<file path="src/rtl/universal_shift_pkg.sv">
// Shared opcodes, FSM encoding and small helpers for the universal shift unit.
package universal_shift_pkg;

    localparam logic [2:0] OP_HOLD = 3'b000;
    localparam logic [2:0] OP_LOAD = 3'b001;
    localparam logic [2:0] OP_SRL  = 3'b010;
    localparam logic [2:0] OP_SLL  = 3'b011;
    localparam logic [2:0] OP_ROR  = 3'b100;
    localparam logic [2:0] OP_ROL  = 3'b101;
    localparam logic [2:0] OP_ADD  = 3'b110;
    localparam logic [2:0] OP_CLR  = 3'b111;

    typedef enum logic [1:0] {
        ST_IDLE  = 2'b00,
        ST_SHIFT = 2'b01,
        ST_DONE  = 2'b10
    } state_e;

    // Opcodes 010..101 are the multi-cycle shift/rotate family.
    function automatic logic is_shift(input logic [2:0] op);
        return (op == OP_SRL) || (op == OP_SLL) || (op == OP_ROR) || (op == OP_ROL);
    endfunction

endpackage

</file>
<file path="src/rtl/universal_shift_unit_shift_step.sv">
// One-position shift/rotate step; non-shift opcodes pass the register through.
module shift_step
    import universal_shift_pkg::*;
#(
    parameter int WIDTH = 8
) (
    input  logic [2:0]       op_i,
    input  logic [WIDTH-1:0] d_i,
    input  logic             ser_i,
    input  logic             carry_i,
    output logic [WIDTH-1:0] d_o,
    output logic             carry_o
);

    always_comb begin
        d_o     = d_i;
        carry_o = carry_i;
        case (op_i)
            OP_SRL: begin
                d_o     = {ser_i, d_i[WIDTH-1:1]};
                carry_o = d_i[0];
            end
            OP_SLL: begin
                d_o     = {d_i[WIDTH-2:0], ser_i};
                carry_o = d_i[WIDTH-1];
            end
            OP_ROR: begin
                d_o     = {d_i[0], d_i[WIDTH-1:1]};
                carry_o = d_i[0];
            end
            OP_ROL: begin
                d_o     = {d_i[WIDTH-2:0], d_i[WIDTH-1]};
                carry_o = d_i[WIDTH-1];
            end
            default: ;
        endcase
    end

endmodule

</file>
<file path="src/rtl/universal_shift_unit.sv">
// Universal register: single-cycle load/add/clear plus bit-serial shift/rotate
// sequenced by a three-state FSM behind a valid/ready command port.
module universal_shift_unit
    import universal_shift_pkg::*;
#(
    parameter int WIDTH = 8,
    parameter int AMT_W = $clog2(WIDTH + 1)
) (
    input  logic             clk_i,
    input  logic             rst_ni,
    input  logic             cmd_valid_i,
    output logic             cmd_ready_o,
    input  logic [2:0]       sel_i,
    input  logic [AMT_W-1:0] amt_i,
    input  logic [WIDTH-1:0] d_in_i,
    input  logic             ser_in_i,
    input  logic             abort_i,
    output logic [WIDTH-1:0] d_out_o,
    output logic             carry_o,
    output logic             zero_o,
    output logic             busy_o,
    output logic             done_o
);

    state_e           state_q;
    logic [AMT_W-1:0] cnt_q;
    logic [2:0]       op_q;
    logic [WIDTH-1:0] d_q, d_d;
    logic             c_q, c_d;
    logic             ready_q, busy_q, done_q;

    logic [WIDTH-1:0] step_d;
    logic             step_c;
    logic [WIDTH:0]   sum;
    logic [AMT_W-1:0] amt_clamped;
    logic             accept;

    assign accept      = (state_q == ST_IDLE) && cmd_valid_i;
    assign sum         = {1'b0, d_q} + {1'b0, d_in_i};
    assign amt_clamped = (amt_i > AMT_W'(WIDTH)) ? AMT_W'(WIDTH) : amt_i;

    shift_step #(.WIDTH(WIDTH)) u_step (
        .op_i    (op_q),
        .d_i     (d_q),
        .ser_i   (ser_in_i),
        .carry_i (c_q),
        .d_o     (step_d),
        .carry_o (step_c)
    );

    // Single-cycle ops commit on the accept edge; shifts only latch the count
    // on accept and move data one position per SHIFT cycle.
    always_comb begin
        d_d = d_q;
        c_d = c_q;
        if (accept) begin
            case (sel_i)
                OP_LOAD: begin
                    d_d = d_in_i;
                    c_d = 1'b0;
                end
                OP_ADD: {c_d, d_d} = sum;
                OP_CLR: begin
                    d_d = '0;
                    c_d = 1'b0;
                end
                default: ;
            endcase
        end else if (state_q == ST_SHIFT && !abort_i) begin
            d_d = step_d;
            c_d = step_c;
        end
    end

    always_ff @(posedge clk_i or negedge rst_ni) begin
        if (!rst_ni) begin
            state_q <= ST_IDLE;
            cnt_q   <= '0;
            op_q    <= OP_HOLD;
            d_q     <= '0;
            c_q     <= 1'b0;
            ready_q <= 1'b1;
            busy_q  <= 1'b0;
            done_q  <= 1'b0;
        end else begin
            d_q    <= d_d;
            c_q    <= c_d;
            done_q <= 1'b0;
            case (state_q)
                ST_IDLE: begin
                    if (cmd_valid_i) begin
                        op_q    <= sel_i;
                        ready_q <= 1'b0;
                        if (is_shift(sel_i) && amt_clamped != '0) begin
                            cnt_q   <= amt_clamped;
                            state_q <= ST_SHIFT;
                            busy_q  <= 1'b1;
                        end else begin
                            state_q <= ST_DONE;
                            done_q  <= 1'b1;
                        end
                    end
                end
                ST_SHIFT: begin
                    cnt_q <= cnt_q - AMT_W'(1);
                    if (abort_i || cnt_q == AMT_W'(1)) begin
                        state_q <= ST_DONE;
                        busy_q  <= 1'b0;
                        done_q  <= 1'b1;
                    end
                end
                ST_DONE: begin
                    state_q <= ST_IDLE;
                    ready_q <= 1'b1;
                end
                default: begin
                    state_q <= ST_IDLE;
                    ready_q <= 1'b1;
                    busy_q  <= 1'b0;
                end
            endcase
        end
    end

    assign d_out_o     = d_q;
    assign carry_o     = c_q;
    assign zero_o      = (d_q == '0);
    assign cmd_ready_o = ready_q;
    assign busy_o      = busy_q;
    assign done_o      = done_q;

endmodule

</file>
<file path="config.mk">
export PLATFORM = sky130hd
export DESIGN_NAME = universal_shift_unit
export DESIGN_NICKNAME = d
export VERILOG_FILES = /design/src/rtl/universal_shift_pkg.sv /design/src/rtl/universal_shift_unit_shift_step.sv /design/src/rtl/universal_shift_unit.sv
export SDC_FILE = /design/constraint.sdc
export NUM_CORES = 1
export LEC_CHECK = 0
export ABC_AREA = 1
export BUFFER_PORTS_ARGS = -buffer_cell sky130_fd_sc_hd__buf_2
export CORE_MARGIN = 2
export CORE_UTILIZATION = 56
export DETAILED_ROUTE_END_ITERATION = 7
export PLACE_DENSITY = 0.78
export SLEW_MARGIN = 25
export SYNTH_ARGS = -nofsm -noshare
export SYNTH_HDL_FRONTEND = slang
export SYNTH_HIERARCHICAL = 1
export SYNTH_SLANG_ARGS = --single-unit
</file>
<file path="constraint.sdc">
create_clock -name clk_i -period 2.2 [get_ports clk_i]
set_input_delay 0.22 -clock clk_i [delete_from_list [all_inputs] [get_ports clk_i]]
set_output_delay 0.22 -clock clk_i [all_outputs]
set_load 0.01 [all_outputs]
</file>
==> impl_metrics.csv <==
group,metric,value,unit
cells_and_area,fillers,335,
sta,setup_violations,0,
setup_path,crit_slowest_cell,"dfrtp_1",
clock_network,clk_pin_slew_worst_paths,0.11,ns
synth,yosysTopAreaCell,"dfrtp_1",
sta,setup-tns-final,0,ns
setup_path,worst_ep_arrival_time,2.08,ns
setup_path,critical_path.max_stage_delay,0.48,ns
routing,first_pass_iters,4,
floorplanning,num_rows,21,
floorplanning,die_h,62.34,um
clock_network,cts_tree,"yes",
synth,synth_top_area_share,26.26,%
setup_path,regToRegStartpoint,"d_out_o[0]",
routing,ant_nets,0,
global_route,antenna_found_initial,0,
global_route,grt_pass1_wl,7.776,mm
cells_and_area,finish.utilization,64.06,%
routing,wl_per_cell,11.99,um
power,p_leak,1.133,nW
placed_design,numPortBuffers,32,
clock_network,clock-sinks,21,
synth,synth_nets,314,
global_route,track_usage,24.28,%
sta,worst_slew_pin_slew,0.4830,ns
cells_and_area,drive_above_1_share,21.20,%
global_route,grt_overflow_total,0,
clock_network,cts_root_buf,"clkbuf_4",
routing,drt_iter0_drc,199,
floorplanning,start_util,57.56,%
sta,fin_worst_skew,0.001319,ns
sta,slew_violations,0,
routing,viasPerCell,5.331,
worst_hold_path,hold_start,"sel_i[2]",
setup_path,path_class,"flop to flop",
cells_and_area,nets,348,
setup_path,cp-end-kind,"flop",
sta,hold_viol,0,
clock_network,insertion_delay,0.30,ns
cells_and_area,syn2layout_area_growth,11.29,%
clock_network,clockBufferDepth,2,
setup_path,crit_family,"adder cells",
setup_path,cp_cell_sequence,"ha_1 > fa_1 > nand2_1 > nand3_1 > and2_1 > o21ai_0 > a21oi_1",
job,drv_cap,0,
setup_path,critPathLaunchType,"flop",
floorplanning,die_area,3886,um^2
synth,yosysUniqueCellTypes,31,
cells_and_area,diodes,0,
setup_path,crit_fanout,8,
clock_network,ctsHtreeMaxLevel,1,
placed_design,gp_congestion,0.8344,
floorplanning,die_width,62.34,um
setup_path,critPathLaunch,"d_out_o[0]",
power,p_per_area,1241,nW/um^2
synth,syn_area_per_cell,6.733,um^2
sta,fin_crit_sh,85.62,%
clock_network,cts-buffers-inserted,3,
synth,yosys-top-cells-area,"dfrtp_1 (26%), nand2_1 (17%), nand3_1 (8.4%)",
status,status,"completed",
sta,rsz0062_at_grt,"false",
sta,period_needed,1.884,ns
global_route,grt_max_degree,22,
global_route,grt_pass1_vias,1794,
floorplanning,io_pins,33,
routing,vias,1930,
synth,synth_seq_cells,21,
synth,synthCells,283,
routing,drcViolationCount,0,
sta,slew_headroom,67.72,%
routing,drt_wl_total,4.342,mm
setup_path,critPathBufInv,0,
synth,yosysWarnings,6,
sta,max_freq,530.9,MHz
synth,ys_seq_area_share,27.64,%
synth,syn-cell-area,1906,um^2
setup_path,crit_required,2.40,ns
power,ir_worst_vdd,0.5773,mV
worst_hold_path,hold_path_class,"input port to flop",
floorplanning,coreArea,3311,um^2
placed_design,hpwlAfterDp,3.288,mm
## kinds of logic (layout without fill, tap and decap cells)
group,after synthesis,after routing,share of synthesized area (%)
AND/OR/NAND/NOR,170,170,42.42
adder cells (fa/ha/maj),11,11,7.617
AO/OA/AOI/OAI,43,43,13.13
buffers and inverters,38,71,9.192
flip-flops,21,21,27.64
## layout make-up
type	count	area, um^2	share of cell area (%)
multi-input combinational	224	1204	56.76
tap	46	57.56	2.714
timing repair buffer	34	177.7	8.378
sequential	21	526.8	24.84
clock buffer	4	26.28	1.239
inverter	33	128.9	6.077
## per-layer routing
layer	up-vias	track usage [%]	wire length, um
met4	0	3.889	24
met2	57	43.07	2069
met3	2	3.986	251
li1	1008	-	-
met5	-	0	0
met1	863	31.82	1996
## cells in the final DEF, fill, tap and decap left out, types with 2 or more instances in the layout
master and instances:
nand2_2 4, buf_2 32, nand3_2 7, ha_1 10, clkbuf_4 3, a21oi_1 19
nand4_1 7, o21ai_2 3, or2_2 2, inv_1 26, nand2_4 3, nand3_1 32
nand2_1 88, o21ai_0 17, dfrtp_1 20, nor3_1 2, nor2_1 20, inv_2 5
inv_4 2
## sequential cells by signal (all words and copies together) (netlist names)
| signal | flops |
|---|---|
| cmd_ready_o | 1 |
| d_out_o | 8 |
| state_q | 2 |
| carry_o | 1 |
| cnt_q | 4 |
| op_q | 3 |
| done_o | 1 |
| busy_o | 1 |
## cell usage after synthesis
library cell	number
nand3_1	32
inv_2	5
nand2_2	4
buf_4	1
a22oi_1	1
nor3_1	2
dfstp_2	1
inv_1	26
and2_1	1
a21oi_1	19
nand3_4	1
nor2_2	1
fa_1	1
nand2_1	88
a31oi_1	1
nand2_4	3
inv_4	2
buf_6	3
o21ai_0	17
o211ai_4	1
nor2_1	20
or2_2	2
ha_1	10
buf_2	1
nand4_1	7
nand3_2	7
nor2_4	1
o21ai_2	3
o32ai_1	1
dfrtp_1	20
nor4_1	1
## where the power goes
group          leakage [nW]  internal [mW]  switching, mW
logic                 0.854          0.614           1.02
registers             0.263          0.564          0.251
clock network        0.0150         0.0707          0.116
total                  1.13           1.25           1.38
## path summary, 6_finish.rpt
check	endpoint	slack, ns	depth (start not counted)
worst max register to register	carry_o	0.32	7
max in group asynchronous	cmd_ready_o	1.45	2
worst max-delay path	carry_o	0.32	7
min in group asynchronous	op_q[1]	0.40	2
worst min-delay path	op_q[2]	0.19	3
worst min register to register	cmd_ready_o	0.49	2
## worst register-to-register path, delay by kind of cell (launching register included)
family                     cells  cell delay, ns
adders and majority gates      2            0.68
DFF                            1            0.48
AOI/OAI and AO/OA              2            0.25
and+or+nand+nor                3            0.37
## what timing repair did
action                                 CTS  global route
endpoints found under the hold margin   20             0
setup buffers                            0             0
resized for setup                        0             0
hold buffers                             1             0
## metrics by stage
step | total power [mW] | worst slack [ns] | cells | area, um^2 | hold WS [ns]
after floorplan | 2.051 | 0.4070 | 283 | 1906 | -0.07559
after global placement | 2.412 | 0.3837 | 357 | 2085 | 0.2095
after detailed placement | 2.437 | 0.3349 | 357 | 2085 | 0.2055
after CTS | 2.624 | 0.3231 | 362 | 2121 | 0.1860
after global routing | 2.936 | 0.1690 | 362 | 2121 | 0.2096
final | 2.631 | 0.3163 | 362 | 2121 | 0.1855
(Power assumes the default switching activity.)
